$ cat src/rtl/itch_parser_v2.sv
// ITCH 5.0 message parser: decodes A/F/D/E/X/U from a byte stream, with an
// optional per-locate channel filter and truncation/overflow/unknown-type error pulses.
module itch_parser_v2 #(
    parameter int unsigned NUM_LOCATES   = 4,
    parameter int unsigned FILTER_EN     = 1,
    parameter int unsigned MAX_PKT_BYTES = 2048
) (
    input  logic                          clkIn,
    input  logic                          rstIn,
    input  logic [7:0]                    dataIn,
    input  logic                          dataValidIn,
    input  logic                          packetLostIn,
    input  logic [16*NUM_LOCATES-1:0]     locateTableIn,
    input  logic [NUM_LOCATES-1:0]        locateEnIn,
    output logic                          addValidOut,
    output logic                          delValidOut,
    output logic                          execValidOut,
    output logic                          cancelValidOut,
    output logic                          replaceValidOut,
    output logic [63:0]                   refNumOut,
    output logic [63:0]                   newRefNumOut,
    output logic [15:0]                   locateOut,
    output logic [31:0]                   sharesOut,
    output logic [31:0]                   priceOut,
    output logic                          buySellOut,
    output logic [$clog2(NUM_LOCATES > 1 ? NUM_LOCATES : 2)-1:0] chanOut,
    output logic                          errTruncOut,
    output logic                          errOverflowOut,
    output logic                          errUnknownOut
);

    localparam int unsigned CW = $clog2(NUM_LOCATES > 1 ? NUM_LOCATES : 2);
    localparam int unsigned PW = $clog2(MAX_PKT_BYTES + 1) + 1;

    typedef enum logic [1:0] {IDLE, HDR, BODY, DROP} state_t;

    state_t        state;
    logic [5:0]    idx;
    logic [5:0]    len;
    logic [7:0]    mtype;
    logic [PW-1:0] pkt_cnt;
    logic [63:0]   ref_q, ref_n, nref_q, nref_n;
    logic [15:0]   loc_q, loc_n;
    logic [31:0]   sh_q, sh_n, pr_q, pr_n;
    logic          side_q, side_n;
    logic          match_q, match_n;
    logic [CW-1:0] chan_q, chan_n;
    logic          is_af, is_u, is_ex, is_d, last, overflow;

    function automatic logic [5:0] msg_len(input logic [7:0] t);
        case (t)
            8'h41:   return 6'd36;
            8'h46:   return 6'd40;
            8'h44:   return 6'd19;
            8'h45:   return 6'd31;
            8'h58:   return 6'd23;
            8'h55:   return 6'd35;
            default: return 6'd0;
        endcase
    endfunction

    // Field shifters: each field takes the current byte while idx is inside its offsets
    always_comb begin
        is_af    = (mtype == 8'h41) || (mtype == 8'h46);
        is_u     = (mtype == 8'h55);
        is_d     = (mtype == 8'h44);
        is_ex    = (mtype == 8'h45) || (mtype == 8'h58);
        last     = (idx == len - 6'd1);
        overflow = dataValidIn && (pkt_cnt == PW'(MAX_PKT_BYTES));
        loc_n    = loc_q;
        ref_n    = ref_q;
        nref_n   = nref_q;
        sh_n     = sh_q;
        pr_n     = pr_q;
        side_n   = side_q;
        if (idx >= 6'd1 && idx <= 6'd2)   loc_n = {loc_q[7:0], dataIn};
        if (idx >= 6'd11 && idx <= 6'd18) ref_n = {ref_q[55:0], dataIn};
        if (is_af) begin
            if (idx == 6'd19)                 side_n = (dataIn == 8'h42);
            if (idx >= 6'd20 && idx <= 6'd23) sh_n   = {sh_q[23:0], dataIn};
            if (idx >= 6'd32 && idx <= 6'd35) pr_n   = {pr_q[23:0], dataIn};
        end
        if (is_ex && idx >= 6'd19 && idx <= 6'd22) sh_n = {sh_q[23:0], dataIn};
        if (is_u) begin
            if (idx >= 6'd19 && idx <= 6'd26) nref_n = {nref_q[55:0], dataIn};
            if (idx >= 6'd27 && idx <= 6'd30) sh_n   = {sh_q[23:0], dataIn};
            if (idx >= 6'd31 && idx <= 6'd34) pr_n   = {pr_q[23:0], dataIn};
        end
        match_n = (FILTER_EN == 0);
        chan_n  = '0;
        // Descending scan so the lowest matching entry wins
        if (FILTER_EN != 0) begin
            for (int i = NUM_LOCATES - 1; i >= 0; i--) begin
                if (locateEnIn[i] && locateTableIn[16*i +: 16] == loc_n) begin
                    match_n = 1'b1;
                    chan_n  = CW'(i);
                end
            end
        end
    end

    always_ff @(posedge clkIn or posedge rstIn) begin
        if (rstIn) begin
            state           <= IDLE;
            idx             <= '0;
            len             <= '0;
            mtype           <= '0;
            pkt_cnt         <= '0;
            ref_q           <= '0;
            nref_q          <= '0;
            loc_q           <= '0;
            sh_q            <= '0;
            pr_q            <= '0;
            side_q          <= 1'b0;
            match_q         <= 1'b0;
            chan_q          <= '0;
            addValidOut     <= 1'b0;
            delValidOut     <= 1'b0;
            execValidOut    <= 1'b0;
            cancelValidOut  <= 1'b0;
            replaceValidOut <= 1'b0;
            refNumOut       <= '0;
            newRefNumOut    <= '0;
            locateOut       <= '0;
            sharesOut       <= '0;
            priceOut        <= '0;
            buySellOut      <= 1'b0;
            chanOut         <= '0;
            errTruncOut     <= 1'b0;
            errOverflowOut  <= 1'b0;
            errUnknownOut   <= 1'b0;
        end else begin
            addValidOut     <= 1'b0;
            delValidOut     <= 1'b0;
            execValidOut    <= 1'b0;
            cancelValidOut  <= 1'b0;
            replaceValidOut <= 1'b0;
            errTruncOut     <= 1'b0;
            errOverflowOut  <= 1'b0;
            errUnknownOut   <= 1'b0;

            // Saturating packet byte count, cleared in every gap
            if (!dataValidIn)                        pkt_cnt <= '0;
            else if (pkt_cnt <= PW'(MAX_PKT_BYTES))  pkt_cnt <= pkt_cnt + PW'(1);

            if (packetLostIn) begin
                state <= DROP;
            end else begin
                case (state)
                    IDLE: begin
                        if (dataValidIn) begin
                            if (overflow) begin
                                errOverflowOut <= 1'b1;
                                state          <= DROP;
                            end else if (msg_len(dataIn) != 6'd0) begin
                                mtype <= dataIn;
                                len   <= msg_len(dataIn);
                                idx   <= 6'd1;
                                state <= HDR;
                            end else begin
                                errUnknownOut <= 1'b1;
                                state         <= DROP;
                            end
                        end
                    end
                    HDR, BODY: begin
                        if (!dataValidIn) begin
                            errTruncOut <= 1'b1;
                            state       <= IDLE;
                        end else if (overflow) begin
                            errOverflowOut <= 1'b1;
                            state          <= DROP;
                        end else begin
                            loc_q  <= loc_n;
                            ref_q  <= ref_n;
                            nref_q <= nref_n;
                            sh_q   <= sh_n;
                            pr_q   <= pr_n;
                            side_q <= side_n;
                            if (idx == 6'd2) begin
                                match_q <= match_n;
                                chan_q  <= chan_n;
                            end
                            if (last) begin
                                state <= IDLE;
                                if (match_q) begin
                                    addValidOut     <= is_af;
                                    delValidOut     <= is_d;
                                    execValidOut    <= (mtype == 8'h45);
                                    cancelValidOut  <= (mtype == 8'h58);
                                    replaceValidOut <= is_u;
                                    refNumOut       <= ref_n;
                                    newRefNumOut    <= is_u ? nref_n : 64'd0;
                                    locateOut       <= loc_q;
                                    sharesOut       <= is_d ? 32'd0 : sh_n;
                                    priceOut        <= (is_af || is_u) ? pr_n : 32'd0;
                                    buySellOut      <= is_af && side_n;
                                    chanOut         <= chan_q;
                                end
                            end else begin
                                idx   <= idx + 6'd1;
                                state <= (idx >= 6'd18) ? BODY : HDR;
                            end
                        end
                    end
                    DROP: begin
                        if (!dataValidIn) state <= IDLE;
                    end
                    default: state <= IDLE;
                endcase
            end
        end
    end

endmodule

$ cat config.mk
export PLATFORM = sky130hd
export DESIGN_NAME = itch_parser_v2
export DESIGN_NICKNAME = d
export VERILOG_FILES = /design/src/rtl/itch_parser_v2.sv
export SDC_FILE = /design/constraint.sdc
export NUM_CORES = 1
export LEC_CHECK = 0
export ABC_CLOCK_PERIOD_IN_PS = 20400
export BUFFER_PORTS_ARGS = -buffer_cell sky130_fd_sc_hd__buf_2
export CAP_MARGIN = 10
export CORE_MARGIN = 2
export CORE_UTILIZATION = 55
export DETAILED_ROUTE_END_ITERATION = 8
export GPL_ROUTABILITY_DRIVEN = 0
export PLACE_DENSITY = 0.77
export SLEW_MARGIN = 20
export SYNTH_ARGS = -nofsm -noshare
export SYNTH_HDL_FRONTEND = slang
export SYNTH_SLANG_ARGS = --single-unit
export TNS_END_PERCENT = 10
$ cat constraint.sdc
create_clock -name clkIn -period 20.4 [get_ports clkIn]
set_input_delay 3.06 -clock clkIn [delete_from_list [all_inputs] [get_ports clkIn]]
set_output_delay 3.06 -clock clkIn [all_outputs]
set_load 0.05 [all_outputs]
==> impl_metrics.tcl, run 1 <==
set metrics [dict create \
    status "finished, final reports clean" \
    worst_slew_pin_slew_ns 0.985 \
    rows 72 \
    synth_warnings 0 \
    hp-class "register to register" \
    r2r_slack_ns 16.49 \
    syn_to_final_growth_pct 15.9 \
    start_kind "primary input" \
    crit_fanout 123 \
    critPathTopFamily "buffers and inverters" \
    wl_met3_mm 5.26 \
    yosys-top-cells-area "dfrtp_1 54%, mux2_2 9.9%, mux2i_1 8.9%, o21ai_0 4.5%, nand2_1 4.4%" \
    rsz0062_at_grt "no" \
    finClkSkew_ns 0.0304 \
    viasPerCell 5.84 \
    num_vias 15800 \
    core_sq_mm 0.0387 \
    end_kind "register" \
    clk_pin_slew_ns 0.06 \
    drt_iter0_markers 1175 \
    top_layer_used "met4" \
    critPathSlowestCell "buf_4" \
    synth.distinct_cells 77 \
    synth_nets 2006 \
    avgRoutedWirePerCell_um 21.0 \
    syn_area_sq_mm 0.0217 \
    path_cells "buf_2 -> nand3b_1 -> nor2_1 -> nand3_4 -> buf_4 -> buf_6 -> o21ai_0" \
    synth_edf_count 0 \
    synth_top_area_share_pct 53.7 \
    cts_max_path_buffers 3 \
    grt_antenna_before_repair 4 \
    cts_buffers 49 \
    setup_viol 0 \
    ys_seq_area_share_pct 53.7 \
    cts-hold-fix-buffers 0 \
    dr.pass1.iters 5 \
    numClockSinks 465 \
    cts_resized 0 \
    cp.arrival_ns 5.84 \
    port_buffers 298 \
    min_from "newRefNumOut[58]" \
    ant_nets 0 \
    fp.dieW_um 202 \
    hold_viol 0 \
    r2r_cells 10 \
    grt_max_degree 183 \
    tns_ns 0 \
    worstPathBufferInverterCount 3 \
    die_area_sq_mm 0.0410 \
    cpPeakStageDelay_ns 0.78 \
    cp.required_ns 20.81 \
    fmax_ghz 0.184 \
    ir_drop_v 0.000112 \
    crit_type "primary input to register" \
    start_util_pct 55.9 \
    syn_avg_cell_area_sq_um 11.3 \
    slew_violations 0 \
    grt_pass1_vias 15600 \
    post-dp-hpwl_mm 37.1 \
    slew_headroom_pct 34.4 \
    num-fill-cells 3104 \
    grt_usage_pct 27.5 \
    htreeDepth 2 \
    hold_path_end "newRefNumOut[58]" \
    cts_tree "yes" \
    power.density_mw_per_mm2 88.4 \
    globalRoute.totalOverflow 0 \
    r2r-end "sh_q[28]" \
    finish.net_count 2241 \
    ios 299 \
    synthFlopType "dfrtp_1" \
    insertion_delay_ns 0.59 \
    async_flop_share_pct 100 \
    period_needed_ns 5.43 \
    wl_met1_mm 23.4 \
    finalCritPeriodShare_pct 26.6 \
    r2r_start "mtype[2]" \
    synth_top_cell_by_area "dfrtp_1" \
    holdPathStages 2 \
    ys_seq_elements 465 \
    die_h_um 202 \
    fin_cells 2707 \
    drive_above_1_share_pct 27.4 \
    syn_inst 1915 \
    dp.cells 2616 \
    drv_cap 0 \
    grt_pass1_wl_mm 88.2 \
    drc 0 \
    p_leak_nw 12.5 \
    wl_met2_mm 26.3 \
    wirelength_mm 56.8 \
    root_buffer "clkbuf_16" \
    postCtsSetupRepairBufs 0 \
]
## synth_stat cells (11+ instances only)
master,number
dfrtp_1,465
nand2_1,253
o21ai_0,196
mux2i_1,192
mux2_2,191
clkbuf_1,99
o31ai_1,72
xnor2_1,62
inv_1,38
nor2_1,35
buf_2,27
xor2_1,27
nand4_1,22
nand3_1,21
and2_1,15
a21oi_1,14
nor4_1,13
ha_1,11
nor2b_1,11
## layout make-up
cell class / instances / area, sq um / area share [%]
multi-input combinational: 1279 / 9370 / 37.4
timing repair buffer: 317 / 1690 / 6.72
sequential: 465 / 11600 / 46.4
tap: 518 / 648 / 2.58
antenna: 3 / 7.51 / 0.0299
clock buffer: 73 / 1430 / 5.69
inverter: 38 / 150 / 0.598
clock inverter: 14 / 163 / 0.648
## worst max path at each step
| stage | from | end | slack, ns | depth (start not counted) |
|---|---|---|---|---|
| after floorplan | rstIn | addValidOut | 4.37 | 1 |
| after global placement | dataValidIn | refNumOut[23] | 14.31 | 7 |
| after detailed placement | dataValidIn | refNumOut[25] | 14.15 | 7 |
| after CTS | dataValidIn | refNumOut[25] | 14.78 | 7 |
| after global routing | dataValidIn | newRefNumOut[12] | 14.73 | 7 |
| final | dataValidIn | refNumOut[25] | 14.97 | 7 |
## flip-flops by register name, summed over array words and instances (netlist names), 32 cells and up
signal / flops
refNumOut: 64
newRefNumOut: 64
priceOut: 32
sh_q: 32
ref_q: 64
pr_q: 32
nref_q: 64
sharesOut: 32
## worst register-to-register path: cells and delay by family, from the launching register on
family / cells / cell delay, ns
buffers and inverters: 3 / 1.53
and+or+nand+nor: 3 / 0.88
DFF: 1 / 0.44
muxes: 1 / 0.37
AOI/OAI and AO/OA: 3 / 0.54
## power by group
group	switching [mW]	internal, mW	total (mW)	leakage [nW]
Sequential	0.0617	0.943	1.00	6.47
Clock	0.362	0.522	0.884	0.780
Combinational	0.204	0.125	0.329	5.21
Total	0.627	1.59	2.22	12.5
## routing by layer
layer | vias to the layer above | global-route usage, %
met2 | 594 | 43.8
met5 | - | 0
li1 | 7250 | -
met4 | 0 | 9.18
met1 | 7843 | 36.3
met3 | 119 | 7.98
## cell usage in the layout, fill, tap and decap left out, types with 7 or more instances in the layout
cell type | netlist | final
xnor2_1 | 62 | 62
o21ai_0 | 196 | 196
nor2b_1 | 11 | 11
and2_1 | 15 | 15
dfrtp_1 | 465 | 465
nor2_1 | 35 | 34
nand3_1 | 21 | 20
nor4_1 | 13 | 13
a21oi_1 | 14 | 14
buf_2 | 27 | 298
ha_1 | 11 | 11
inv_1 | 38 | 37
nand4_1 | 22 | 22
clkbuf_8 | 0 | 7
mux2_2 | 191 | 191
nor3_1 | 7 | 7
a31oi_1 | 10 | 10
mux2i_1 | 192 | 192
o22ai_1 | 8 | 7
clkbuf_16 | 0 | 51
buf_4 | 0 | 14
o31ai_1 | 72 | 72
nand2b_1 | 10 | 10
clkbuf_1 | 99 | 15
xor2_1 | 27 | 27
a21o_1 | 7 | 7
nand2_1 | 253 | 253
## kinds of logic after synthesis
| group | share of synthesized area [%] |
|---|---|
| AOI/OAI and AO/OA | 10.4 |
| xor gates and xnor gates | 3.60 |
| adders and majority gates | 0.636 |
| buffers and inverters | 3.22 |
| DFF | 53.7 |
| muxes | 19.0 |
| and+or+nand+nor | 9.33 |
## through the flow
stage	hold slack [ns]	area (sq um)	util, %	setup WS [ns]	total power [mW]
2_1_floorplan	0.450	21700	-	4.37	1.25
3_3_place_gp	0.457	23500	60.6	14.31	1.33
3_5_place_dp	0.461	23500	60.6	14.15	1.34
4_1_cts	0.474	25100	64.7	14.78	2.22
5_1_grt	0.492	25100	64.8	14.73	2.30
6_report	0.470	25100	64.8	14.97	2.22
Note: power is estimated with default switching activity, not from simulation.
==> inputs of run 2 (changes only) <==
ABC_CLOCK_PERIOD_IN_PS = 5200   (was 20400)
clock period = 5.2 ns   (was 20.4 ns; I/O delays follow)
==> impl_metrics.tcl, run 2 (synthesis results as in run 1) <==
set metrics [dict create \
    status "finished, final reports clean" \
    ir_drop_v 0.000270 \
    drv_cap 0 \
    hold_viol 0 \
    cts_tree "yes" \
    multi_input_area_sq_mm 0.00937 \
    rows 72 \
    syn_to_final_growth_pct 16.7 \
    grt_max_degree 224 \
    ios 299 \
    clk_pin_slew_ns 0.06 \
    hp-class "primary input to asynchronous set/reset pin" \
    period_needed_ns 3.34 \
    slew_violations 0 \
    num-fill-cells 3017 \
    worst_slew_pin_slew_ns 0.997 \
    wirelength_mm 57.3 \
    htreeDepth 2 \
    internal-power_mw 6.48 \
    viasPerCell 5.89 \
    start_kind "register" \
    rsz0062_at_grt "no" \
    setup_viol 0 \
    grt_usage_pct 27.7 \
    die_area_sq_mm 0.0410 \
    fp.dieW_um 202 \
    p_seq_share_pct 43.7 \
    numClockSinks 465 \
    num_vias 16000 \
    switching_share_pct 28.2 \
    start_util_pct 55.9 \
    end_kind "register" \
    cts-hold-fix-buffers 0 \
    drc 0 \
    ff_latch_area_sq_mm 0.0116 \
    postCtsSetupRepairBufs 0 \
    port_buffers 298 \
    slew_headroom_pct 33.4 \
    cts_resized 0 \
    drive_above_1_share_pct 28.0 \
    cts_buffers 48 \
    power.density_mw_per_mm2 357 \
    crit_fanout 40 \
    final_common_cell "dfrtp_1" \
    cts_max_path_buffers 3 \
    grt_pass1_wl_mm 89.2 \
    power_switching_mw 2.54 \
    post-dp-hpwl_mm 38.3 \
    pwr-share-comb_pct 14.4 \
    grt_pass1_vias 15800 \
    most-common-layout-cells "465 x dfrtp_1, 298 x buf_2, 253 x nand2_1" \
    cp.required_ns 5.66 \
    grt_antenna_before_repair 3 \
    die_h_um 202 \
    ant_nets 0 \
    finish.net_count 2241 \
    avgRoutedWirePerCell_um 21.1 \
    tns_ns 0 \
    hold_slack_ns 0.400 \
    root_buffer "clkbuf_16" \
    cp.arrival_ns 3.80 \
    dr.pass1.iters 6 \
    finClkSkew_ns 0.0176 \
    p_clk_share_pct 41.9 \
    p_leak_nw 12.5 \
    core_sq_mm 0.0387 \
    fmax_ghz 0.300 \
    insertion_delay_ns 0.59 \
    globalRoute.totalOverflow 0 \
    crit_type "register to register" \
    drt_iter0_markers 1341 \
    finalCritPeriodShare_pct 64.2 \
]
## run 2: cell types whose count changed in the layout (fill, tap and decap cells not counted), sizes merged
cell,before,now
buf,317,318
bufinv,3,9
clkbuf,73,63
inv,40,43
clkinvlp,1,5
## run 2: stage by stage
step                      worst slack [ns]  total power, mW  instance area, sq um  instances  utilization, %
after floorplan                      -1.87             4.92                 21700       1915               -
after global placement                1.76             5.21                 23500       2617            60.7
after detailed placement              1.60             5.25                 23500       2617            60.7
after CTS                             1.61             9.04                 25300       2707            65.2
after global routing                  1.66             9.35                 25300       2710            65.2
final                                 1.86             9.03                 25300       2711            65.2
## run 2: final cells by class
class,count,area share (%)
Clock buffer,63,5.34
Sequential cell,465,46.0
Inverter,38,0.579
Multi-Input combinational cell,1279,37.1
Tap cell,518,2.56
Clock inverter,27,1.60
Antenna cell,3,0.0297
Timing Repair Buffer,318,6.77
## run 2: path summary, 6_finish.rpt
path | depth (start not counted) | slack (ns) | end | start
setup / recovery | 9 | 1.86 | sh_q[31] | mtype[1]
hold / removal | 2 | 0.40 | newRefNumOut[50] | rstIn
setup reg to reg | 9 | 1.86 | sh_q[31] | mtype[1]
hold reg to reg | 2 | 0.47 | newRefNumOut[48] | newRefNumOut[48]
max in group asynchronous | 3 | 3.60 | priceOut[31] | rstIn
min in group clkIn | 2 | 0.47 | newRefNumOut[48] | newRefNumOut[48]
## run 2: worst max-delay path, stage by stage (launching register included)
cell,delay (ns)
dfrtp_1,0.42
nor4b_4,0.45
nand4_1,0.17
buf_4,0.25
a311oi_1,0.35
a41o_1,0.20
o21ai_4,0.06
buf_4,0.31
or2_2,0.62
mux2_2,0.38
## run 2: per-layer routing
metal	global-route usage [%]	share of wire [%]	vias up
met5	0	0	-
met4	9.96	3.7	0
met3	7.92	9.3	142
met2	44.5	47	656
met1	36.1	40	7892
li1	-	-	7275
## run 2: power groups by stage
stage | Combinational (mW) | Sequential [mW] | Clock (mW)
4_1_cts | 1.27 | 3.93 | 3.85
6_report | 1.30 | 3.94 | 3.79
5_1_grt | 1.41 | 3.94 | 4.00
3_3_place_gp | 1.22 | 3.99 | 0
2_1_floorplan | 1.09 | 3.83 | 0
3_5_place_dp | 1.26 | 3.99 | 0
==> inputs of run 3 (changes only) <==
ABC_AREA = 1   (was unset)
ABC_CLOCK_PERIOD_IN_PS = 3000   (was 5200)
CORE_UTILIZATION = 53   (was 55)
clock period = 3 ns   (was 5.2 ns; I/O delays follow)
==> impl_metrics.tcl, run 3 <==
set metrics [dict create \
    globalRoute.totalOverflow 0 \
    slew_violations 0 \
    final_cell_area_sq_mm 0.0259 \
    post-dp-hpwl_mm 43.4 \
    fmax_ghz 0.355 \
    most-common-layout-cells "845 x nand2_1, 465 x dfrtp_1, 376 x o21ai_0" \
    finalCritPeriodShare_pct 94.0 \
    clk_pin_slew_ns 0.06 \
    cp.required_ns 3.46 \
    pwr-share-comb_pct 37.9 \
    switching_share_pct 41.9 \
    rsz0062_at_grt "no" \
    drive_above_1_share_pct 15.3 \
    wirelength_mm 61.4 \
    period_needed_ns 2.82 \
    p_seq_share_pct 35.0 \
    port_buffers 298 \
    grt-busiest-layer "met2" \
    dr.pass1.iters 6 \
    num_vias 19900 \
    dp.cells 3533 \
    cts_tree "yes" \
    synth_top_cell_by_area "dfrtp_1" \
    synthFlopType "dfrtp_1" \
    ys_seq_elements 465 \
    drc 0 \
    viasPerCell 5.49 \
    avgRoutedWirePerCell_um 16.9 \
    crit_type "register to register" \
    start_kind "register" \
    grt_usage_pct 28.0 \
    synth_nets 2881 \
    grt_antenna_before_repair 1 \
    grt_pass1_vias 19200 \
    dpl_cell_area_sq_mm 0.0242 \
    globalRouteMet2Util_pct 43.8 \
    grt_pass1_wl_mm 98.6 \
    syn_inst 2790 \
    ios 299 \
    ys_seq_area_share_pct 52.3 \
    use_met3_pct 6.13 \
    synth_edf_count 0 \
    slew_headroom_pct 44.4 \
    rows 75 \
    synth.distinct_cells 45 \
    htreeDepth 2 \
    async_flop_share_pct 100 \
    start_util_pct 53.4 \
    synth_warnings 0 \
    cpPeakStageDelay_ns 0.51 \
    critPathSlowestCell "dfrtp_1" \
    syn_to_final_growth_pct 16.4 \
    p_leak_nw 13.7 \
    cts_buffers 49 \
    r2r_cells 17 \
    final_common_cell "nand2_1" \
    cpMostUsedCell "nand2_1" \
    ant_nets 0 \
    diodes 0 \
    status "finished, final reports clean" \
    die_area_sq_mm 0.0436 \
    critPathTopFamily "simple AND/OR/NAND/NOR gates" \
    insertion_delay_ns 0.58 \
    hold_viol 0 \
    power.density_mw_per_mm2 863 \
    yosysMostFrequentCell "nand2_1" \
    setup_viol 0 \
    internal-power_mw 13.0 \
    path_cells "inv_2 -> ha_1 -> inv_1 -> nand2_1 -> nand2_2 -> inv_1 -> nand2_8 -> nand2_1 -> nand2_2 -> xnor2_1 -> nand3_1 -> nor2_1 -> nand2_1 -> nor2_1 -> nor2_1 -> nand2_1 -> nand2_1" \
    power_switching_mw 9.35 \
    postCtsSetupRepairBufs 0 \
    numClockSinks 465 \
    syn_avg_cell_area_sq_um 7.97 \
    finClkSkew_ns 0.0160 \
    use_met1_pct 38.0 \
    worstPathBufferInverterCount 3 \
    num-fill-cells 3588 \
    p_clk_share_pct 27.1 \
    drv_cap 0 \
    cp.arrival_ns 3.28 \
    finish.net_count 3138 \
    crit_cells 17 \
    yosys-top-cells-count "846 x nand2_1, 465 x dfrtp_1, 376 x o21ai_0, 291 x nor2_1, 238 x inv_1" \
    grt_max_degree 203 \
    yosys-top-cells-area "dfrtp_1 52%, nand2_1 14%, o21ai_0 8.5%, nor2_1 4.9%, inv_1 4.0%" \
    end_kind "register" \
    die_h_um 209 \
    synth_top_area_share_pct 52.3 \
    root_buffer "clkbuf_16" \
    cts_max_path_buffers 3 \
    core_sq_mm 0.0417 \
    ir_drop_v 0.000560 \
    crit_fanout 25 \
    worst_slew_pin_slew_ns 0.834 \
    fp.dieW_um 209 \
    drt_iter0_markers 1947 \
    fin_cells 3623 \
    holdPathStages 2 \
    hp-class "primary input to register" \
    syn_area_sq_mm 0.0222 \
]
-- run 3: area by class of cell --
class | instances | area (sq um) | area share [%]
multi-input cells | 1937 | 9010 | 34.8
inverters | 251 | 956 | 3.69
repair buffers | 343 | 1980 | 7.66
clock buffers | 74 | 1480 | 5.73
well taps | 539 | 674 | 2.61
flip-flops and latches | 465 | 11600 | 45.0
clock inverters | 14 | 140 | 0.542
-- run 3: through the flow --
| step | util (%) | setup WS, ns | total power, mW | hold slack, ns | setup TNS, ns |
|---|---|---|---|---|---|
| detailed placement | 58.1 | 0.203 | 16.1 | 0.457 | 0 |
| global route | 62.1 | 0.0150 | 23.7 | 0.103 | 0 |
| global placement | 58.1 | 0.235 | 15.9 | 0.452 | 0 |
| finish | 62.1 | 0.180 | 22.3 | 0.128 | 0 |
| CTS | 62.1 | 0.173 | 22.2 | 0.0874 | 0 |
| floorplan | - | -3.74 | 14.1 | 0.436 | -1741.39 |
-- run 3: logic make-up after synthesis --
family | after synthesis | synth area share (%)
AOI/OAI and AO/OA | 543 | 12.4
and+or+nand+nor | 1306 | 23.9
xor gates and xnor gates | 11 | 0.467
muxes | 65 | 2.93
buffers and inverters | 389 | 7.37
DFF | 465 | 52.3
adders and majority gates | 11 | 0.619
-- run 3: power by group through the flow --
stage                     logic, mW  clock network, mW  registers (mW)
after floorplan                5.20                  0            8.86
after global placement         7.98                  0            7.88
after detailed placement       8.16                  0            7.91
after CTS                      8.20               6.17            7.80
final                          8.46               6.06            7.82
after global routing           9.35               6.42            7.91
-- run 3: final timing paths --
check / from / endpoint / slack (ns)
worst max-delay path: idx[0] / chan_q[1] / 0.18
worst min-delay path: packetLostIn / errTruncOut / 0.13
worst max register to register: idx[0] / chan_q[1] / 0.18
worst min register to register: priceOut[15] / priceOut[15] / 0.48
max in group asynchronous: rstIn / ref_q[54] / 1.50
min in group asynchronous: rstIn / priceOut[26] / 0.47
-- run 3: metal layers --
metal	wire [um]	vias up
li1	-	9412
met1	25800	9487
met2	28000	794
met3	4900	188
met4	2670	2
met5	11	-
-- run 3: what timing repair did --
item                                    4_1_cts  5_1_grt
endpoints found under the hold margin        15        0
endpoints found under the setup margin        0        3
resized for setup                             0        2
hold buffers                                  1        0
